### src/rtl/param_sync_fifo.sv
// param_sync_fifo: single-clock FIFO with occupancy count, threshold flags,
// registered read with valid strobe, flush and sticky error flags.
module param_sync_fifo #(
    parameter int DATA_WIDTH = 32,
    parameter int DEPTH      = 8,
    parameter int AF_LEVEL   = DEPTH - 1,
    parameter int AE_LEVEL   = 1
) (
    input  logic                        Clk,
    input  logic                        Rst_n,
    input  logic                        EN,
    input  logic                        FLUSH,
    input  logic                        WR,
    input  logic [DATA_WIDTH-1:0]       dataIn,
    input  logic                        RD,
    output logic [DATA_WIDTH-1:0]       dataOut,
    output logic                        dataValid,
    output logic [$clog2(DEPTH):0]      COUNT,
    output logic                        EMPTY,
    output logic                        FULL,
    output logic                        ALMOST_FULL,
    output logic                        ALMOST_EMPTY,
    output logic                        OVERFLOW,
    output logic                        UNDERFLOW
);
    localparam int AW = $clog2(DEPTH);
    localparam int CW = AW + 1;

    logic [DATA_WIDTH-1:0] mem [DEPTH];
    logic [AW-1:0]         rd_ptr, wr_ptr;
    logic                  rd_ok, wr_ok, active;

    assign EMPTY        = COUNT == '0;
    assign FULL         = COUNT == CW'(DEPTH);
    assign ALMOST_FULL  = int'(COUNT) >= AF_LEVEL;
    assign ALMOST_EMPTY = int'(COUNT) <= AE_LEVEL;

    // A read frees a slot, so a write into a full FIFO succeeds when paired with a read
    assign active = Rst_n && EN && !FLUSH;
    assign rd_ok  = RD && !EMPTY;
    assign wr_ok  = WR && (!FULL || rd_ok);

    always_ff @(posedge Clk)
        if (active && wr_ok)
            mem[wr_ptr] <= dataIn;

    always_ff @(posedge Clk) begin
        if (!Rst_n) begin
            rd_ptr    <= '0;
            wr_ptr    <= '0;
            COUNT     <= '0;
            dataOut   <= '0;
            dataValid <= 1'b0;
            OVERFLOW  <= 1'b0;
            UNDERFLOW <= 1'b0;
        end else if (!EN) begin
            dataValid <= 1'b0;
        end else if (FLUSH) begin
            rd_ptr    <= '0;
            wr_ptr    <= '0;
            COUNT     <= '0;
            dataValid <= 1'b0;
        end else begin
            dataValid <= rd_ok;
            if (rd_ok) begin
                dataOut <= mem[rd_ptr];
                rd_ptr  <= rd_ptr + AW'(1);
            end
            if (wr_ok)
                wr_ptr <= wr_ptr + AW'(1);
            COUNT <= COUNT + CW'(wr_ok) - CW'(rd_ok);
            if (WR && FULL && !RD)
                OVERFLOW <= 1'b1;
            if (RD && EMPTY)
                UNDERFLOW <= 1'b1;
        end
    end
endmodule

### config.mk
export PLATFORM = sky130hd
export DESIGN_NAME = param_sync_fifo
export DESIGN_NICKNAME = d
export VERILOG_FILES = /design/src/rtl/param_sync_fifo.sv
export SDC_FILE = /design/constraint.sdc
export NUM_CORES = 1
export LEC_CHECK = 0
export ABC_CLOCK_PERIOD_IN_PS = 3900
export BUFFER_PORTS_ARGS = -buffer_cell sky130_fd_sc_hd__buf_2
export CORE_ASPECT_RATIO = 1.1
export CORE_UTILIZATION = 30
export CTS_CLUSTER_DIAMETER = 120
export CTS_CLUSTER_SIZE = 8
export DETAILED_ROUTE_END_ITERATION = 10
export GPL_TIMING_DRIVEN = 0
export PLACE_DENSITY = 0.44
export SLEW_MARGIN = 20
export SYNTH_ARGS = -nofsm -noshare
export SYNTH_HDL_FRONTEND = slang
export SYNTH_SLANG_ARGS = --single-unit
### constraint.sdc
create_clock -name Clk -period 3.9 [get_ports Clk]
set_input_delay 0.975 -clock Clk [delete_from_list [all_inputs] [get_ports Clk]]
set_output_delay 0.975 -clock Clk [all_outputs]
set_load 0.03 [all_outputs]
* After elaboration in Yosys (flattened, before gate mapping) *
Memory sizes are Yosys's and may differ from the RTL's. A register that Yosys moved wholly into a read port is not among the register bits.
Index checks and enable logic that the tools add are counted.

storage, ports and cells
  memories = 1
  output and inout port bits = 43
  RAM bits = 256
  word-level logic and storage cells = 47
  register bits = 13

memories
  memory  depth  width  rd ports  clocked after Yosys merged registers in  wr ports  RTL line  source
  mem     8      32     1         1                                        1         29        logic [DATA_WIDTH-1:0] mem [DEPTH];

cells by class
  bitwise logic cells = 3
  $add $sub $neg = 4
  mux-type cells = 7
  eq/ne operators = 1
  reductions and logical operators = 23
  $lt $le $gt $ge = 2

operators by type and width
  cell                                                             number
  2-to-1 mux 3 bit                                                 4
  AND reduction 3 bit                                              3
  logical AND 1 bit                                                8
  adder 3 x 1 -> 3 bit (second input constant)                     2
  zero test 1 bit                                                  5
  adder 4 x 1 -> 4 bit                                             1
  == test 4 bit (second input constant)                            1
  >= comparator 4 x 3 -> 1 bit (second input constant)             1
  less-or-equal comparator 4 x 1 -> 1 bit (second input constant)  1
  zero test 4 bit                                                  1
  2-to-1 mux 4 bit                                                 1
  AND reduction 2 bit                                              2
  nonzero test 2 bit                                               2
  subtractor 4 x 1 -> 4 bit                                        1
  NOT 1 bit                                                        3
  OR reduction 3 bit                                               1
  2-to-1 mux 1 bit                                                 2
  logical OR 1 bit                                                 1

* Depth between registers and ports, before layout *
Gate-level depths: netlist (run 1).

  word-level depth = 8
  depth in mapped cells = 11

* Worst setup path after synthesis (run 1) *
Ideal clock, no wire load.

  path kind = reg-to-reg
  start = reg COUNT[2]
  end = mem mem[2][0] (enable)
  arrival time = 3.757 ns
  period minus slack after synthesis = 4.218 ns
  setup slack = -0.318 ns
  data required time = 3.439 ns
  cell stages (with the launch flop) = 7
  cells stage by stage = dfxtp_1 -> inv_1 -> ha_1 -> nor3b_2 -> a21boi_2 -> nand4_1 -> nor3_1

on the way
  elaborated cells between the ends (all ways) = 10
  those cells by class = 1 x eq/ne; 2 x mux; 7 x reduce/logical

RTL lines
  element                                 RTL line  source
  start: declaration                      18        output logic [$clog2(DEPTH):0] COUNT,
  start signal: assignment                71        COUNT <= COUNT + CW'(wr_ok) - CW'(rd_ok);
  == test 4 bit                           34        assign FULL = COUNT == CW'(DEPTH);
  net FULL                                20        output logic FULL,
  zero test 1 bit                         41        assign wr_ok = WR && (!FULL || rd_ok);
  logical OR 1 bit                        41
  logical AND 1 bit                       41
  logical AND 1 bit                       44        if (active && wr_ok)
  2-to-1 mux 1 bit                        44
  2-to-1 mux 1 bit (implied by the code)  45        mem[wr_ptr] <= dataIn;
  end: declaration                        29

The timed path passes the listed nets, and every way through them passes these cells.

* Final worst setup path (run 1) *
  start = reg COUNT[2]
  end = mem mem[2][13] (enable)

on the way
  word-level cells in the longest chain between the ends = 8
  elaborated cells between the ends (all ways) = 10
  those cells by class = 1 x eq/ne; 2 x mux; 7 x reduce/logical

RTL lines
  element                                     RTL line  source
  zero test 4 bit                             33        assign EMPTY = COUNT == '0;
  zero test 1 bit                             40        assign rd_ok = RD && !EMPTY;
  logical AND 1 bit                           40
  logical OR 1 bit (*)                        41
  logical AND 1 bit (*)                       41
  logical AND 1 bit (*)                       44
  2-to-1 mux 1 bit (*)                        44
  2-to-1 mux 1 bit (implied by the code) (*)  45

Every way passes the cells marked *; elsewhere a longest branch is shown, timed or not.

==> results of run 1 <==
## Yosys cell counts, drive strengths merged
library cell  count
nand3b            1
or3b              2
nor2b             3
edfxtp          256
a21boi            1
nand2            10
nand3             3
ha                9
o21a              1
xnor2             1
a31oi             1
and3b             1
nor3              2
fa                1
buf              24
a21o              1
nor3b             1
and3              1
mux4             64
inv               7
o21ai            35
a311oi            1
a41oi             1
and2              2
nand4             2
nor2             43
dfxtp            45
a211o             1
a21oi             8
or3               1
o22ai            35
a2bb2oi           1
nand2b            6
o32ai             1
clkbuf            6
xor2              1
## through the flow
| stage | hold WS [ns] | total power, µW |
|---|---|---|
| after global placement | 0.460 | 3770 |
| after detailed placement | 0.459 | 3780 |
| after CTS | 0.471 | 7280 |
| after floorplan | 0.476 | 3690 |
| after global routing | 0.507 | 7420 |
| final | 0.471 | 7190 |
## cells in the final DEF (no fill, tap or decap), drive strengths merged, types with 2 or more instances in the layout
cell type | netlist | final
buf | 24 | 120
nand2 | 10 | 10
a21oi | 8 | 8
ha | 9 | 9
nor3 | 2 | 2
inv | 7 | 8
or3b | 2 | 2
nand4 | 2 | 2
dfxtp | 45 | 45
and2 | 2 | 2
clkbuf | 6 | 83
nor2 | 43 | 43
o21ai | 35 | 35
nor2b | 3 | 3
edfxtp | 256 | 256
o22ai | 35 | 35
nand3 | 3 | 3
nand2b | 6 | 6
mux4 | 64 | 64
## per-layer routing
metal  vias up  share of wire (%)
met5         -              0.048
met4         2                2.2
met3        44                4.8
met2       154                 51
met1      3060                 42
li1       2647                  -
## sequential cells by signal, indices dropped and copies added (netlist names)
signal	flops
mem	256
wr_ptr	3
rd_ptr	3
OVERFLOW	1
dataValid	1
UNDERFLOW	1
dataOut	32
COUNT	4
## worst register-to-register path: cells and delay by family (launching register included)
family / cells / cell delay [ns]
AOI/OAI and AO/OA: 1 / 0.27
and+or+nand+nor: 3 / 1.35
adders and majority gates: 1 / 0.26
buffers and inverters: 3 / 0.56
DFF: 1 / 0.36
## cells by family after synthesis
family	count (synthesis)	share of synthesized area, %
AOI/OAI and AO/OA	87	4.51
xor gates and xnor gates	2	0.155
adders and majority gates	10	1.17
buffers and inverters	37	2.04
DFF	301	76.0
muxes	64	12.7
and+or+nand+nor	78	3.42
## cell type report
| cell class | instances | area [µm²] | share of cell area, % |
|---|---|---|---|
| Multi-Input combinational cell | 241 | 2550 | 18.2 |
| Timing Repair Buffer | 96 | 777 | 5.54 |
| Inverter | 7 | 26.3 | 0.187 |
| Tap cell | 494 | 618 | 4.40 |
| Clock inverter | 2 | 25.0 | 0.178 |
| Clock buffer | 77 | 1250 | 8.88 |
| Sequential cell | 301 | 8590 | 61.2 |
| Buffer | 30 | 204 | 1.45 |
## worst paths after layout
| check | cells past startpoint | start | end |
|---|---|---|---|
| setup / recovery | 8 | COUNT[2] | mem[2][13] |
| hold / removal | 2 | OVERFLOW | OVERFLOW |
| setup reg to reg | 8 | COUNT[2] | mem[2][13] |
| hold reg to reg | 2 | OVERFLOW | OVERFLOW |
## where the power goes
group / total [µW] / switching (µW) / internal, µW / leakage [µW]
Combinational: 197 / 126 / 70.2 / 0.00139
Clock: 3470 / 1330 / 2150 / 0.000606
Sequential: 3520 / 9.85 / 3510 / 0.00267
==> metrics.cfg, run 1 <==
[run]
maxCapViolCount=0

[die]
dieArea_mm2=0.0385
rows=74
die_w_um=187
core_mm2=0.0371
io_pins=81
fp.dieH_um=206
start_util_pct=30.5

[cts]
htreeDepth=2
cts_tree=done
clk_transition_reported_paths_ns=0.05
cts_root_buf=clkbuf_16
clockBufferDepth=3
clock-sinks=301
clock_latency_ns=0.54
cts_buffers=43
postCtsHoldBufs=0
cts_resized=0
cts_setup_buffers=0

[placed_design]
gp_congestion=0.725
dp_hpwl_mm=17.4
port-buffer-count=79
place_area_mm2=0.0128
pre_cts_ws_ns=0.493
dp.cells=1169

[sta]
period_share_pct=79.4
finalCriticalPeriod_ns=3.10
setup_slack_ns=0.802
tightest_slew_ns=0.909
slew_viol_final=0
fin_skew_ns=0.0186
final_hold_viol_count=0
rsz0062_at_grt=false
finalSetupTns_ns=0
setup_viol=0
max_slew_margin_pct=39.4
clock.fmax_ghz=0.323

[yosys]
synth_top_area_share_pct=68.0
netlist_instances=579
synth_area_leaders=edfxtp_1 (68%), mux4_2 (13%), dfxtp_1 (8.0%)
yosysTopAreaCell=edfxtp_1
avgSynthCellArea_um2=19.5
synth_warnings=0
ys_seq_area_share_pct=76.0
syn_area_mm2=0.0113
synth.distinct_cells=42
synth-seq-cells=301
syn-num-nets=627

[worst_setup_path]
endpoint_kind=flip-flop
r2r_slack_ns=0.80
crit_fanout=10
critical_path.slowest_cell=nor3_4
worstPathRequired_ns=4.14
arrival_ns=3.33
cpPeakStageDelay_ns=0.75
path_cells=inv_1 > ha_1 > nand2b_1 > a21boi_2 > nand4_1 > nor3_4 > buf_8 > buf_6
critical_path_class=flip-flop to flip-flop
crit_family=simple AND/OR/NAND/NOR gates
path_buf_inv=3
crit_path_start_kind=flip-flop

[routing]
drc_errors=0
drt-vias-per-instance=4.73
avgRoutedWirePerCell_um=21.8
drt-pass1-iter-count=5
totalWireLength_mm=27.2
drtIter0Drc=383
vias=5907
postRouteAntennaNets=0

[power]
leakage_uw=0.00466
power_density_mw_per_mm2=512
peakVddDrop_mv=0.265

[global_route]
overflow=0
gr-usage-met3_pct=2.92
grt.total_usage_pct=14.6
grt_pass1_vias=6403
grt_first_pass_wirelength_mm=40.9
grt.met1_usage_pct=17.9
grt_max_degree=18
top_usage_layer=met2
antenna_found_initial=1
use_met2_pct=25.5

[finish]
stdcell_area_mm2=0.0140
fillers=3379
area_growth_pct=24.1
drive_above_1_share_pct=32.8
nets=768
final_util_pct=37.8
antenna_cells=0
final_cells=1248

[status]
status=finished clean

[hold_path]
hold_path_class=flip-flop to flip-flop

(Power assumes the default switching activity.)
==> run 2: changes to the inputs <==
Settings changed: ABC_CLOCK_PERIOD_IN_PS 3900 to 2500.
Clock period 3.9 ns to 2.5 ns, I/O delays scaled along.
==> run 2 against run 1 <==
  * Global-route usage hardly changed
  * Clock power is 57% higher
  * Sequential share of layout area decreased by 0.71 points
  * Die area stayed put
  * Combinational power rose by 67%
  * Sequential cell count did not move
  * First-iteration DRC count up 4.7%
  * Design area up 1.3%
  * Non-clock buffer count up 13
  * Hold slack worse by 0.14 ns
  * Final cell count grew 1.3%
  * Clock skew decreased by 0.0038 ns
  * Largest power group unchanged
==> metrics.cfg, run 2 (synthesis results as in run 1) <==
[cts]
clk_transition_reported_paths_ns=0.06
htreeDepth=2
cts_tree=done
clock-sinks=301
clockBufferDepth=3
clock_latency_ns=0.54
cts_root_buf=clkbuf_16
cts_buffers=43

[hold_path]
hold_path_class=primary input to flip-flop
min_to=COUNT[3]
hold_path_depth=2
hold_start=EN

[routing]
wl_met3_mm=1.24
totalWireLength_mm=27.5
vias=5902
drt-pass1-iter-count=4
drc_errors=0
top_layer_used=met5
drt-vias-per-instance=4.67
wl_met2_mm=14.1
drtIter0Drc=401
wl_met1_mm=11.4
postRouteAntennaNets=0
avgRoutedWirePerCell_um=21.7

[sta]
slew_viol_final=0
rsz0062_at_grt=false
finalCriticalPeriod_ns=2.43
fin_skew_ns=0.0148
period_share_pct=97.4
clock.fmax_ghz=0.411
tightest_slew_ns=0.883
fin_hold_ws_ns=0.326
final_hold_viol_count=0
max_slew_margin_pct=41.1
setup_viol=0

[worst_setup_path]
arrival_ns=1.81
crit_path_start_kind=flip-flop
path_cells=inv_4 > ha_4 > or3b_4 > clkinvlp_4 > buf_4
worstPathRequired_ns=1.88
critical_path_class=flip-flop to output pin
critical_path.slowest_cell=or3b_4
cpPeakStageDelay_ns=0.40
r2r-start=COUNT[3]
r2r_slack_ns=0.12
rr_endpoint=COUNT[1]
endpoint_kind=output pin
rr_worst_depth=11
crit_fanout=5

[global_route]
overflow=0
grt_first_pass_wirelength_mm=40.6
grt_pass1_vias=6385
grt_max_degree=19
antenna_found_initial=3
grt.total_usage_pct=14.6

[finish]
top_register=mem
final_common_cell=edfxtp_1
drive_above_1_share_pct=35.3
fillers=3378
nets=781
most-common-layout-cells=edfxtp_1 (256), buf_2 (91), mux4_2 (64)
largest_reg_flops=256
final_cells=1264
reg_top3=mem (256), dataOut (32), COUNT (4)
area_growth_pct=25.7

[die]
die_w_um=187
start_util_pct=30.5
io_pins=81
fp.dieH_um=206
rows=74
dieArea_mm2=0.0385
core_mm2=0.0371

[placed_design]
port-buffer-count=79
gp_congestion=0.725
dp_hpwl_mm=17.2
dp.cells=1168

[power]
leakage_uw=0.00474
peakVddDrop_mv=0.417
power_density_mw_per_mm2=792
power_uw=11300

[run]
maxCapViolCount=0

[status]
status=finished clean

## run 2: cell types whose count changed in the layout (fill, tap and decap cells not counted), moves of 3 or more
| cell | previous run | this run |
|---|---|---|
| buf_8 | 5 | 2 |
| buf_4 | 2 | 12 |
| inv_1 | 7 | 4 |
| buf_12 | 1 | 11 |
| ha_1 | 9 | 6 |
| buf_6 | 10 | 13 |
| buf_16 | 10 | 4 |
## run 2: power breakdown
part | switching, µW | internal [µW]
combinational | 202 | 127
sequential | 17.3 | 5480
clock | 2080 | 3350
## run 2: worst max-delay path by stage
stage,start,endpoint,slack [ns],cells after the start
finish,COUNT[2],EMPTY,0.07,5
global route,COUNT[2],EMPTY,0.004,5
CTS,COUNT[3],EMPTY,0.03,5
detailed placement,FLUSH,mem[0][6],-0.65,10
global placement,FLUSH,mem[0][6],-1.45,6
floorplan,COUNT[2],mem[0][0],-0.29,6
## run 2: layer usage
| layer | global-route usage, % | up-vias |
|---|---|---|
| met5 | 0 | - |
| met3 | 3.14 | 56 |
| li1 | - | 2672 |
| met4 | 5.59 | 2 |
| met1 | 17.4 | 3042 |
| met2 | 25.6 | 130 |
## run 2: final cells by class
class	instances	area (µm²)	area share, %
diodes	2	5.00	0.0352
plain buffers	30	208	1.46
clock buffers	78	1250	8.79
clock inverters	2	25.0	0.176
inverters	7	35.0	0.247
multi-input cells	241	2610	18.4
flip-flops and latches	301	8600	60.5
well taps	494	618	4.35
repair buffers	109	867	6.10
## run 2: timing repair
item | in CTS | in global routing
endpoints found under the setup margin | 227 | 3
hold buffers | 0 | 0
setup buffers | 15 | 0
resized for setup | 7 | 4
pin swaps | 8 | 0
## run 2: metrics by stage
| stage | TNS (ns) | utilization [%] | worst slack, ns | instance area, µm² |
|---|---|---|---|---|
| floorplan | -17.07 | - | -0.287 | 11400 |
| global placement | -220.34 | 33.5 | -1.45 | 12400 |
| detailed placement | -63.08 | 34.3 | -0.648 | 12700 |
| CTS | 0 | 38.2 | 0.0293 | 14200 |
| global route | 0 | 38.3 | 0.00360 | 14200 |
| finish | 0 | 38.3 | 0.0655 | 14200 |
## run 2: worst max-delay path: cells and delay by family, from the launching register on
family / cells / cell delay [ns]
AND/OR/NAND/NOR: 1 / 0.40
flip-flops: 1 / 0.35
buffers and inverters: 3 / 0.35
adder cells (fa/ha/maj): 1 / 0.16
